<file path="src/rtl/sync_fifo_prog_if.sv">
// Bundles the FIFO control, data and status signals.
// The master modport is the producer/consumer side. The slave modport is the FIFO itself.
interface sync_fifo_prog_if #(
  parameter int unsigned DATA_WIDTH = 8,
  parameter int unsigned DEPTH      = 16
);
  localparam int unsigned CntW = $clog2(DEPTH) + 1;

  logic                  flush;
  logic                  err_clear;
  logic [DATA_WIDTH-1:0] data_write;
  logic                  write_enable;
  logic                  read_enable;
  logic [DATA_WIDTH-1:0] data_read;
  logic                  wfull;
  logic                  rempty;
  logic                  half_full;
  logic                  half_rempty;
  logic                  almost_full;
  logic                  almost_empty;
  logic [CntW-1:0]       fill_count;
  logic                  overflow;
  logic                  underflow;

  modport master (
    output flush, err_clear, data_write, write_enable, read_enable,
    input  data_read, wfull, rempty, half_full, half_rempty, almost_full, almost_empty,
           fill_count, overflow, underflow
  );

  modport slave (
    input  flush, err_clear, data_write, write_enable, read_enable,
    output data_read, wfull, rempty, half_full, half_rempty, almost_full, almost_empty,
           fill_count, overflow, underflow
  );
endinterface

</file>
<file path="src/rtl/sync_fifo_prog.sv">
// Single-clock FIFO with programmable almost-full/almost-empty thresholds, a fill count,
// sticky overflow/underflow errors, synchronous flush and an optional first-word-fall-through
// read port. The storage is a flop array. All status flags decode the registered fill count.
module sync_fifo_prog #(
  parameter int unsigned DATA_WIDTH    = 8,
  parameter int unsigned DEPTH         = 16,
  parameter int unsigned AFULL_THRESH  = 12,
  parameter int unsigned AEMPTY_THRESH = 4,
  parameter int unsigned FWFT          = 0
) (
  input logic             clk,
  input logic             rst_n,
  sync_fifo_prog_if.slave fifo
);
  localparam int unsigned PtrW = $clog2(DEPTH);
  localparam int unsigned CntW = PtrW + 1;

  // Parameters that cannot produce a working FIFO stop elaboration.
  if (DEPTH < 4 || (DEPTH & (DEPTH - 1)) != 0) begin : g_bad_depth
    $error("sync_fifo_prog: DEPTH must be a power of two and >= 4");
  end
  if (AFULL_THRESH < 1 || AFULL_THRESH > DEPTH) begin : g_bad_afull
    $error("sync_fifo_prog: AFULL_THRESH must be in 1..DEPTH");
  end
  if (AEMPTY_THRESH > DEPTH - 1) begin : g_bad_aempty
    $error("sync_fifo_prog: AEMPTY_THRESH must be in 0..DEPTH-1");
  end

  logic [DATA_WIDTH-1:0] mem_q [DEPTH];
  logic [PtrW-1:0]       wr_ptr_q, wr_ptr_d;
  logic [PtrW-1:0]       rd_ptr_q, rd_ptr_d;
  logic [CntW-1:0]       cnt_q, cnt_d;
  logic [DATA_WIDTH-1:0] dout_q, dout_d;
  logic                  ovf_q, ovf_d;
  logic                  unf_q, unf_d;

  logic full, empty;
  logic wr_acc, rd_acc;

  assign full  = (cnt_q == CntW'(DEPTH));
  assign empty = (cnt_q == '0);

  // Flush swallows any request in the same cycle, so it must also mask acceptance.
  assign wr_acc = fifo.write_enable && !full  && !fifo.flush;
  assign rd_acc = fifo.read_enable  && !empty && !fifo.flush;

  // Next-state for pointers, fill count, registered read data and sticky errors.
  always_comb begin
    wr_ptr_d = wr_ptr_q;
    rd_ptr_d = rd_ptr_q;
    cnt_d    = cnt_q;
    dout_d   = dout_q;
    ovf_d    = ovf_q;
    unf_d    = unf_q;

    if (fifo.flush) begin
      wr_ptr_d = '0;
      rd_ptr_d = '0;
      cnt_d    = '0;
    end else begin
      if (wr_acc) wr_ptr_d = wr_ptr_q + 1'b1;
      if (rd_acc) rd_ptr_d = rd_ptr_q + 1'b1;
      unique case ({wr_acc, rd_acc})
        2'b10:   cnt_d = cnt_q + 1'b1;
        2'b01:   cnt_d = cnt_q - 1'b1;
        default: cnt_d = cnt_q;
      endcase
    end

    if (FWFT == 0 && rd_acc) dout_d = mem_q[rd_ptr_q];

    // Clear first so that a new error in the same cycle wins.
    if (fifo.err_clear) begin
      ovf_d = 1'b0;
      unf_d = 1'b0;
    end
    if (!fifo.flush && fifo.write_enable && full)  ovf_d = 1'b1;
    if (!fifo.flush && fifo.read_enable  && empty) unf_d = 1'b1;
  end

  // Control state register with asynchronous reset.
  always_ff @(posedge clk or negedge rst_n) begin
    if (!rst_n) begin
      wr_ptr_q <= '0;
      rd_ptr_q <= '0;
      cnt_q    <= '0;
      dout_q   <= '0;
      ovf_q    <= 1'b0;
      unf_q    <= 1'b0;
    end else begin
      wr_ptr_q <= wr_ptr_d;
      rd_ptr_q <= rd_ptr_d;
      cnt_q    <= cnt_d;
      dout_q   <= dout_d;
      ovf_q    <= ovf_d;
      unf_q    <= unf_d;
    end
  end

  // Storage write; contents are deliberately not reset.
  always_ff @(posedge clk) begin
    if (wr_acc) mem_q[wr_ptr_q] <= fifo.data_write;
  end

  // FWFT shows the head word combinationally. It drives zero when empty to keep the output defined.
  if (FWFT != 0) begin : g_fwft
    assign fifo.data_read = empty ? '0 : mem_q[rd_ptr_q];
  end else begin : g_std
    assign fifo.data_read = dout_q;
  end

  assign fifo.fill_count   = cnt_q;
  assign fifo.wfull        = full;
  assign fifo.rempty       = empty;
  assign fifo.half_full    = (cnt_q >= CntW'(DEPTH / 2));
  assign fifo.half_rempty  = (cnt_q <= CntW'(DEPTH / 2));
  assign fifo.almost_full  = (cnt_q >= CntW'(AFULL_THRESH));
  assign fifo.almost_empty = (cnt_q <= CntW'(AEMPTY_THRESH));
  assign fifo.overflow     = ovf_q;
  assign fifo.underflow    = unf_q;
endmodule

</file>
<file path="src/flat_wrapper.sv">
// flat-port wrapper written by rule: the top's interface ports become plain ports
module sync_fifo_prog_flat 
#(
  parameter int unsigned DATA_WIDTH    = 8,
  parameter int unsigned DEPTH         = 16,
  parameter int unsigned AFULL_THRESH  = 12,
  parameter int unsigned AEMPTY_THRESH = 4,
  parameter int unsigned FWFT          = 0
)
  (clk, rst_n, fifo_flush, fifo_err_clear, fifo_data_write, fifo_write_enable, fifo_read_enable, fifo_data_read, fifo_wfull, fifo_rempty, fifo_half_full, fifo_half_rempty, fifo_almost_full, fifo_almost_empty, fifo_fill_count, fifo_overflow, fifo_underflow);
  sync_fifo_prog_if #(.DATA_WIDTH(DATA_WIDTH), .DEPTH(DEPTH)) fifo_i ();
  input logic clk;
  input logic rst_n;
  input wire logic [$bits(fifo_i.flush)-1:0] fifo_flush;
  input wire logic [$bits(fifo_i.err_clear)-1:0] fifo_err_clear;
  input wire logic [$bits(fifo_i.data_write)-1:0] fifo_data_write;
  input wire logic [$bits(fifo_i.write_enable)-1:0] fifo_write_enable;
  input wire logic [$bits(fifo_i.read_enable)-1:0] fifo_read_enable;
  output wire logic [$bits(fifo_i.data_read)-1:0] fifo_data_read;
  output wire logic [$bits(fifo_i.wfull)-1:0] fifo_wfull;
  output wire logic [$bits(fifo_i.rempty)-1:0] fifo_rempty;
  output wire logic [$bits(fifo_i.half_full)-1:0] fifo_half_full;
  output wire logic [$bits(fifo_i.half_rempty)-1:0] fifo_half_rempty;
  output wire logic [$bits(fifo_i.almost_full)-1:0] fifo_almost_full;
  output wire logic [$bits(fifo_i.almost_empty)-1:0] fifo_almost_empty;
  output wire logic [$bits(fifo_i.fill_count)-1:0] fifo_fill_count;
  output wire logic [$bits(fifo_i.overflow)-1:0] fifo_overflow;
  output wire logic [$bits(fifo_i.underflow)-1:0] fifo_underflow;
  assign fifo_i.flush = fifo_flush;
  assign fifo_i.err_clear = fifo_err_clear;
  assign fifo_i.data_write = fifo_data_write;
  assign fifo_i.write_enable = fifo_write_enable;
  assign fifo_i.read_enable = fifo_read_enable;
  assign fifo_data_read = fifo_i.data_read;
  assign fifo_wfull = fifo_i.wfull;
  assign fifo_rempty = fifo_i.rempty;
  assign fifo_half_full = fifo_i.half_full;
  assign fifo_half_rempty = fifo_i.half_rempty;
  assign fifo_almost_full = fifo_i.almost_full;
  assign fifo_almost_empty = fifo_i.almost_empty;
  assign fifo_fill_count = fifo_i.fill_count;
  assign fifo_overflow = fifo_i.overflow;
  assign fifo_underflow = fifo_i.underflow;
  sync_fifo_prog #(.DATA_WIDTH(DATA_WIDTH), .DEPTH(DEPTH), .AFULL_THRESH(AFULL_THRESH), .AEMPTY_THRESH(AEMPTY_THRESH), .FWFT(FWFT)) u_core (.clk(clk), .rst_n(rst_n), .fifo(fifo_i));
endmodule
</file>
<file path="config.mk">
export PLATFORM = sky130hd
export DESIGN_NAME = sync_fifo_prog_flat
export DESIGN_NICKNAME = d
export VERILOG_FILES = /design/src/rtl/sync_fifo_prog_if.sv /design/src/rtl/sync_fifo_prog.sv /design/src/flat_wrapper.sv
export SDC_FILE = /design/constraint.sdc
export NUM_CORES = 1
export LEC_CHECK = 0
export BUFFER_PORTS_ARGS = -buffer_cell sky130_fd_sc_hd__buf_2
export CAP_MARGIN = 20
export CORE_MARGIN = 1.5
export CORE_UTILIZATION = 40
export CTS_BUF_LIST = sky130_fd_sc_hd__clkbuf_8
export DETAILED_ROUTE_END_ITERATION = 6
export PLACE_DENSITY = 0.65
export RECOVER_POWER = 100
export SKIP_LAST_GASP = 1
export SLEW_MARGIN = 20
export SYNTH_ARGS = -nofsm -noshare
export SYNTH_HDL_FRONTEND = slang
export SYNTH_SLANG_ARGS = --single-unit
</file>
<file path="constraint.sdc">
create_clock -name clk -period 7 [get_ports clk]
set_clock_uncertainty 0.05 [all_clocks]
set_input_delay 1.4 -clock clk [delete_from_list [all_inputs] [get_ports clk]]
set_output_delay 1.4 -clock clk [all_outputs]
set_load 0.03 [all_outputs]
</file>
# ---- Word level (Yosys, flattened, before mapping)
# Memory sizes are Yosys's and may differ from the RTL's. A register that Yosys moved wholly into a read port is not among the register bits.
# Index checks and enable logic that the tools add are counted.
# Widths: inputs -> output; s select.
dict set report totals {
  register_bits 15
  mem_bits_rw 128
  input_bits 14
  out_inout_bits 21
  elab_cells 46
  memories 1
}
# memory depth width read_ports rd_clocked_by_memory_dff write_ports line_no
set mem_list {}
lappend mem_list {u_core.mem_q 16 8 1 1 1 sync_fifo_prog.sv:29} ;# logic [DATA_WIDTH-1:0] mem_q [DEPTH];
dict set report op_classes {
  addsub 4
  order_cmp 4
  eq_ne 3
  mux 11
  n_reduce_logical 18
}
# operator count
set op_table {}
lappend op_table {{$mux 4} 4}
lappend op_table {{$ge 5x4->1 const B} 2}
lappend op_table {{$pmux 5 s2} 1}
lappend op_table {{$add 4x1->4 const B} 2}
lappend op_table {{$logic_and 1x1->1} 8}
lappend op_table {{$reduce_bool 2->1} 4}
lappend op_table {{$add 5x1->5 const B} 1}
lappend op_table {{$eq 5x5->1 const B} 1}
lappend op_table {{$le 5x3->1 const B} 1}
lappend op_table {{$le 5x4->1 const B} 1}
lappend op_table {{$logic_not 5->1} 1}
lappend op_table {{$mux 1} 5}
lappend op_table {{$mux 5} 1}
lappend op_table {{$sub 5x1->5 const B} 1}
lappend op_table {{$logic_not 1->1} 4}
lappend op_table {{$reduce_bool 3->1} 1}
lappend op_table {{$eq 2x1->1 const B} 1}
lappend op_table {{$eq 2x2->1 const B} 1}

# ---- Logic depth before layout (Yosys ltp)
dict set report logic_depth {
  depth_word 7
  mapped_depth 11
  depth_no_buf 8
}

# ---- Worst setup path after synthesis
# OpenSTA, ideal clock, no wires.
dict set report synth_timing {
  path_type {input port to flip-flop}
  start {in fifo_read_enable}
  end {reg u_core.cnt_q[4], in the netlist u_core.fifo.fill_count[4]}
  setup_ns 0.116
  arrival_ns 3.296
  t_required_ns 6.834
  path_slack_ns 3.538
  cell_stages 10
  path_buffers 2
  cell_sequence {clkbuf_1 nor2b_1 o211a_1 buf_6 xor2_1 ha_1 nor4_1 or2_2 mux2i_1 o311ai_0}
}
dict set report synth_via {
  elab_chain_cells 5
  word_cells_on_any_way 7
  classes_between {eq/ne: 2; mux: 2; reduce/logical: 3}
}
# element line_no
set synth_lines {}
lappend synth_lines {{start: declaration} flat_wrapper.sv:18} ;# input wire logic [$bits(fifo_i.read_enable)-1:0] fifo_read_enable;
lappend synth_lines {{$logic_and 1x1->1 * (2 in a row)} sync_fifo_prog.sv:45} ;# assign rd_acc = fifo.read_enable && !empty && !fifo.flush;
lappend synth_lines {{$eq 2x1->1 / $eq 2x2->1 (equally long branches)} sync_fifo_prog.sv:63} ;# unique case ({wr_acc, rd_acc})
lappend synth_lines {{$pmux 5 s2} sync_fifo_prog.sv:63}
lappend synth_lines {{$mux 5} sync_fifo_prog.sv:56} ;# if (fifo.flush) begin
lappend synth_lines {{end signal: assignment} sync_fifo_prog.sv:93} ;# cnt_q <= cnt_d;
lappend synth_lines {{end: declaration} sync_fifo_prog.sv:32} ;# logic [CntW-1:0] cnt_q, cnt_d;
# Every way passes the cells marked *; elsewhere a longest branch is shown, timed or not.
# A chain may end at the register's enable or synchronous reset.

# ---- Worst setup path after layout
dict set report layout_timing {
  start {reg u_core.cnt_q[1], in the netlist u_core.fifo.fill_count[1]}
  end {out fifo_rempty}
}
dict set report layout_via {
  elab_chain_cells 1
}
# element line_no
set layout_lines {}
lappend layout_lines {{$logic_not 5->1} sync_fifo_prog.sv:41} ;# assign empty = (cnt_q == '0);
lappend layout_lines {{end: declaration} flat_wrapper.sv:21} ;# output wire logic [$bits(fifo_i.rempty)-1:0] fifo_rempty;
# No other way between the ends.

==> flow_summary.ini <==
[placement]
post_dp_cell_area_um2 = 6670
dpl_wire_length_mm = 8.00
gpl.final_weighted_congestion = 0.770
io_buffers = 34

[clock_network]
clock_sink_count = 151
cts-resized-gates = 0
tritoncts = yes
cts_hold_buf = 0
tritoncts_buffer_count = 17
clk_latency_ns = 0.44
htree_num_levels = 4
postCtsSetupBuffers = 0
cts.path.max_buffers = 2
clockRootBuffer = sky130_fd_sc_hd__clkbuf_8
clk_pin_slew_ns = 0.09

[synthesis]
fraction_of_registers_with_async_set_reset = 0.152
netlist_instances = 358
synthTopCellsByCount = sky130_fd_sc_hd__edfxtp_1, sky130_fd_sc_hd__mux4_2, sky130_fd_sc_hd__nor2_1, sky130_fd_sc_hd__dfrtp_1, sky130_fd_sc_hd__mux2i_1
synth_fp_nets = 379
yosys_register_bits = 151
ys_types = 48
synth_top_area_share = 0.608
seq_total_area_yosys = 0.699
synth_top_cell_by_area = sky130_fd_sc_hd__edfxtp_1
synth_top_cells_by_area = sky130_fd_sc_hd__edfxtp_1, sky130_fd_sc_hd__mux4_2, sky130_fd_sc_hd__dfrtp_1, sky130_fd_sc_hd__mux2i_1, sky130_fd_sc_hd__nor2_1
synth_edf_count = 128
synth_warnings = 0
synth-main-ff-cell = sky130_fd_sc_hd__edfxtp_1
summed_instance_area_of_the_synthesized_netlist_um2 = 6320
average_cell_area_after_synthesis_um2 = 17.7
yosys.cell_count.top_type = sky130_fd_sc_hd__edfxtp_1

[critical_path]
timing.critical_path.max_delay_family = simple AND/OR/NAND/NOR gates
crit_type = reg -> out
worstSetupStartpointType = register
worst_ep_arrival_time_ns = 2.36
cp_capture_type = primary output
reg2reg_setup_slack_ns = 3.64
r2r_start = u_core.fifo.fill_count[1]$_DFFE_PN0P_
cpPeakStageDelay_ns = 0.82
reg2reg_depth = 4
regToRegEndpoint = u_core.fifo.data_read[6]$_DFFE_PN0P_
cp_slowest_cell = sky130_fd_sc_hd__or4_1
path_max_fanout = 14
worst-endpoint-required_ns = 5.55
critical_path.n_buffers_inverters = 1
critical_path.cell_chain = or4_1 -> nor2_1 -> clkbuf_1

[global_routing]
grt_remaining_overflow = 0
global_route.usage.total = 0.165
first_global_vias = 3441
grt_antenna_before_repair = 0
grt_util_met3 = 0.0478
busiest_layer = met2
grt_pass1_wl_mm = 19.7
use_met1 = 0.216
grt_util_met2 = 0.265
grt_start_max_net_pins = 36

[drt]
drt_iter0_markers = 230
wl_per_cell_um = 20.4
drt_first_pass_iters = 4
viasPerCell = 5.38
postRouteWirelength_mm = 12.5
via_count = 3296
detail-route-antenna-nets = 0
drc_errors = 0

[flow_run]
drv.max_cap_violation_count = 0

[timing]
timing.final.hold_violations = 0
fin_setup_tns_ns = 0
finalMaxSlewViolations = 0
setup-violations-final = 0
layout_min_cycle_time_ns = 3.81
max_freq_mhz = 263
worst_slew_margin_rel = 0.0914
rsz0062_at_grt = no
worst_pin_slew_ns = 1.35
final.period_utilization = 0.544
whs_ns = 0.447

[die]
coreArea_um2 = 15300
die_boundary_height_um = 129
core.rowCount = 45
starting_density = 0.413
die_width_um = 129
die_area_um2 = 16600
pin_count = 35

[finish]
num-nets-final = 410
final_core_util = 0.455
fraction_of_final_layout_cells_sized_beyond_drive_strength_1 = 0.189
nFillCells = 1348
n_antenna_cell = 0
area_delta_synth_final_pct = 10.2
fin_area_um2 = 6960

[power]
power_leakage_nw = 2.25
worst_supply_voltage_drop_on_vdd_mv = 0.134
p_per_area_nw_per_um2 = 319
design_power_total_mw = 2.22

[min_path]
min_path_type = reg -> reg
worst_hold_startpoint = u_core.fifo.overflow$_DFFE_PN0P_
timing.hold.worst_path_depth = 1
timing.hold.worst_endpoint = u_core.fifo.overflow$_DFFE_PN0P_

[status]
result_of_the_run = finished, final reports clean
==> cell families after synthesis <==
group	synth area share
adder cells (fa/ha/maj)	0.0139
XOR/XNOR	0.0111
AND/OR/NAND/NOR	0.0517
multiplexers	0.151
flip-flops	0.699
AO/OA/AOI/OAI	0.0513
buffers and inverters	0.0220
==> final cells by class <==
type	instances	area (µm²)	area share
sequential	151	4420	0.635
clock inverter	15	125	0.0180
multi-input combinational	177	1750	0.251
timing repair buffer	36	145	0.0208
inverter	6	22.5	0.00324
clock buffer	17	234	0.0336
tap	211	264	0.0379
==> routing by layer <==
layer,up-vias,wire (µm)
met5,-,0
met4,0,51
met3,2,776
met2,103,6310
met1,1706,5360
li1,1485,-
==> power by group <==
group          internal [mW]  switching [mW]  leakage [nW]  total (mW)
Combinational          0.187           0.315         0.624       0.502
Clock                  0.280           0.328         0.172       0.608
Sequential              1.03          0.0790          1.45        1.11
==> worst max path at each step <==
| stage | startpoint | end | slack, ns | cells after the start |
|---|---|---|---|---|
| after global routing | u_core.fifo.fill_count[1]$_DFFE_PN0P_ | fifo_rempty | 3.02 | 3 |
| after detailed placement | fifo_flush | u_core.fifo.fill_count[4]$_DFFE_PN0P_ | 3.24 | 9 |
| after floorplan | fifo_read_enable | u_core.fifo.fill_count[4]$_DFFE_PN0P_ | 3.54 | 10 |
| after CTS | u_core.fifo.fill_count[1]$_DFFE_PN0P_ | fifo_rempty | 3.27 | 3 |
| after global placement | fifo_flush | u_core.fifo.fill_count[4]$_DFFE_PN0P_ | 3.38 | 9 |
| final | u_core.fifo.fill_count[1]$_DFFE_PN0P_ | fifo_rempty | 3.19 | 3 |
==> placed cells by master, fill, tap and decap left out, types with 3 or more instances in the layout <==
master	instances
sky130_fd_sc_hd__mux2i_1	21
sky130_fd_sc_hd__inv_1	6
sky130_fd_sc_hd__nor3_1	5
sky130_fd_sc_hd__xor2_1	6
sky130_fd_sc_hd__or2_2	4
sky130_fd_sc_hd__clkinvlp_4	4
sky130_fd_sc_hd__nor2_1	28
sky130_fd_sc_hd__o211ai_1	8
sky130_fd_sc_hd__nand2b_1	3
sky130_fd_sc_hd__edfxtp_1	128
sky130_fd_sc_hd__o221ai_1	8
sky130_fd_sc_hd__mux4_2	32
sky130_fd_sc_hd__nor4_1	3
sky130_fd_sc_hd__clkbuf_8	17
sky130_fd_sc_hd__inv_6	4
sky130_fd_sc_hd__ha_1	7
sky130_fd_sc_hd__clkbuf_1	32
sky130_fd_sc_hd__nand2_1	17
sky130_fd_sc_hd__dfrtp_1	22
sky130_fd_sc_hd__clkinv_1	3
==> stage by stage <==
step,setup slack [ns],instances
2_1_floorplan,3.54,358
3_3_place_gp,3.38,581
3_5_place_dp,3.24,581
4_1_cts,3.27,613
5_1_grt,3.02,613
6_report,3.19,613
==> registers in the layout (all words and copies together), names as in the netlist <==
name	cells
u_core.fifo.data_read	8
u_core.fifo.underflow	1
u_core.rd_ptr_q	4
u_core.fifo.overflow	1
u_core.wr_ptr_q	4
u_core.mem_q	128
u_core.fifo.fill_count	5
Power figures use the tool's default switching activity.
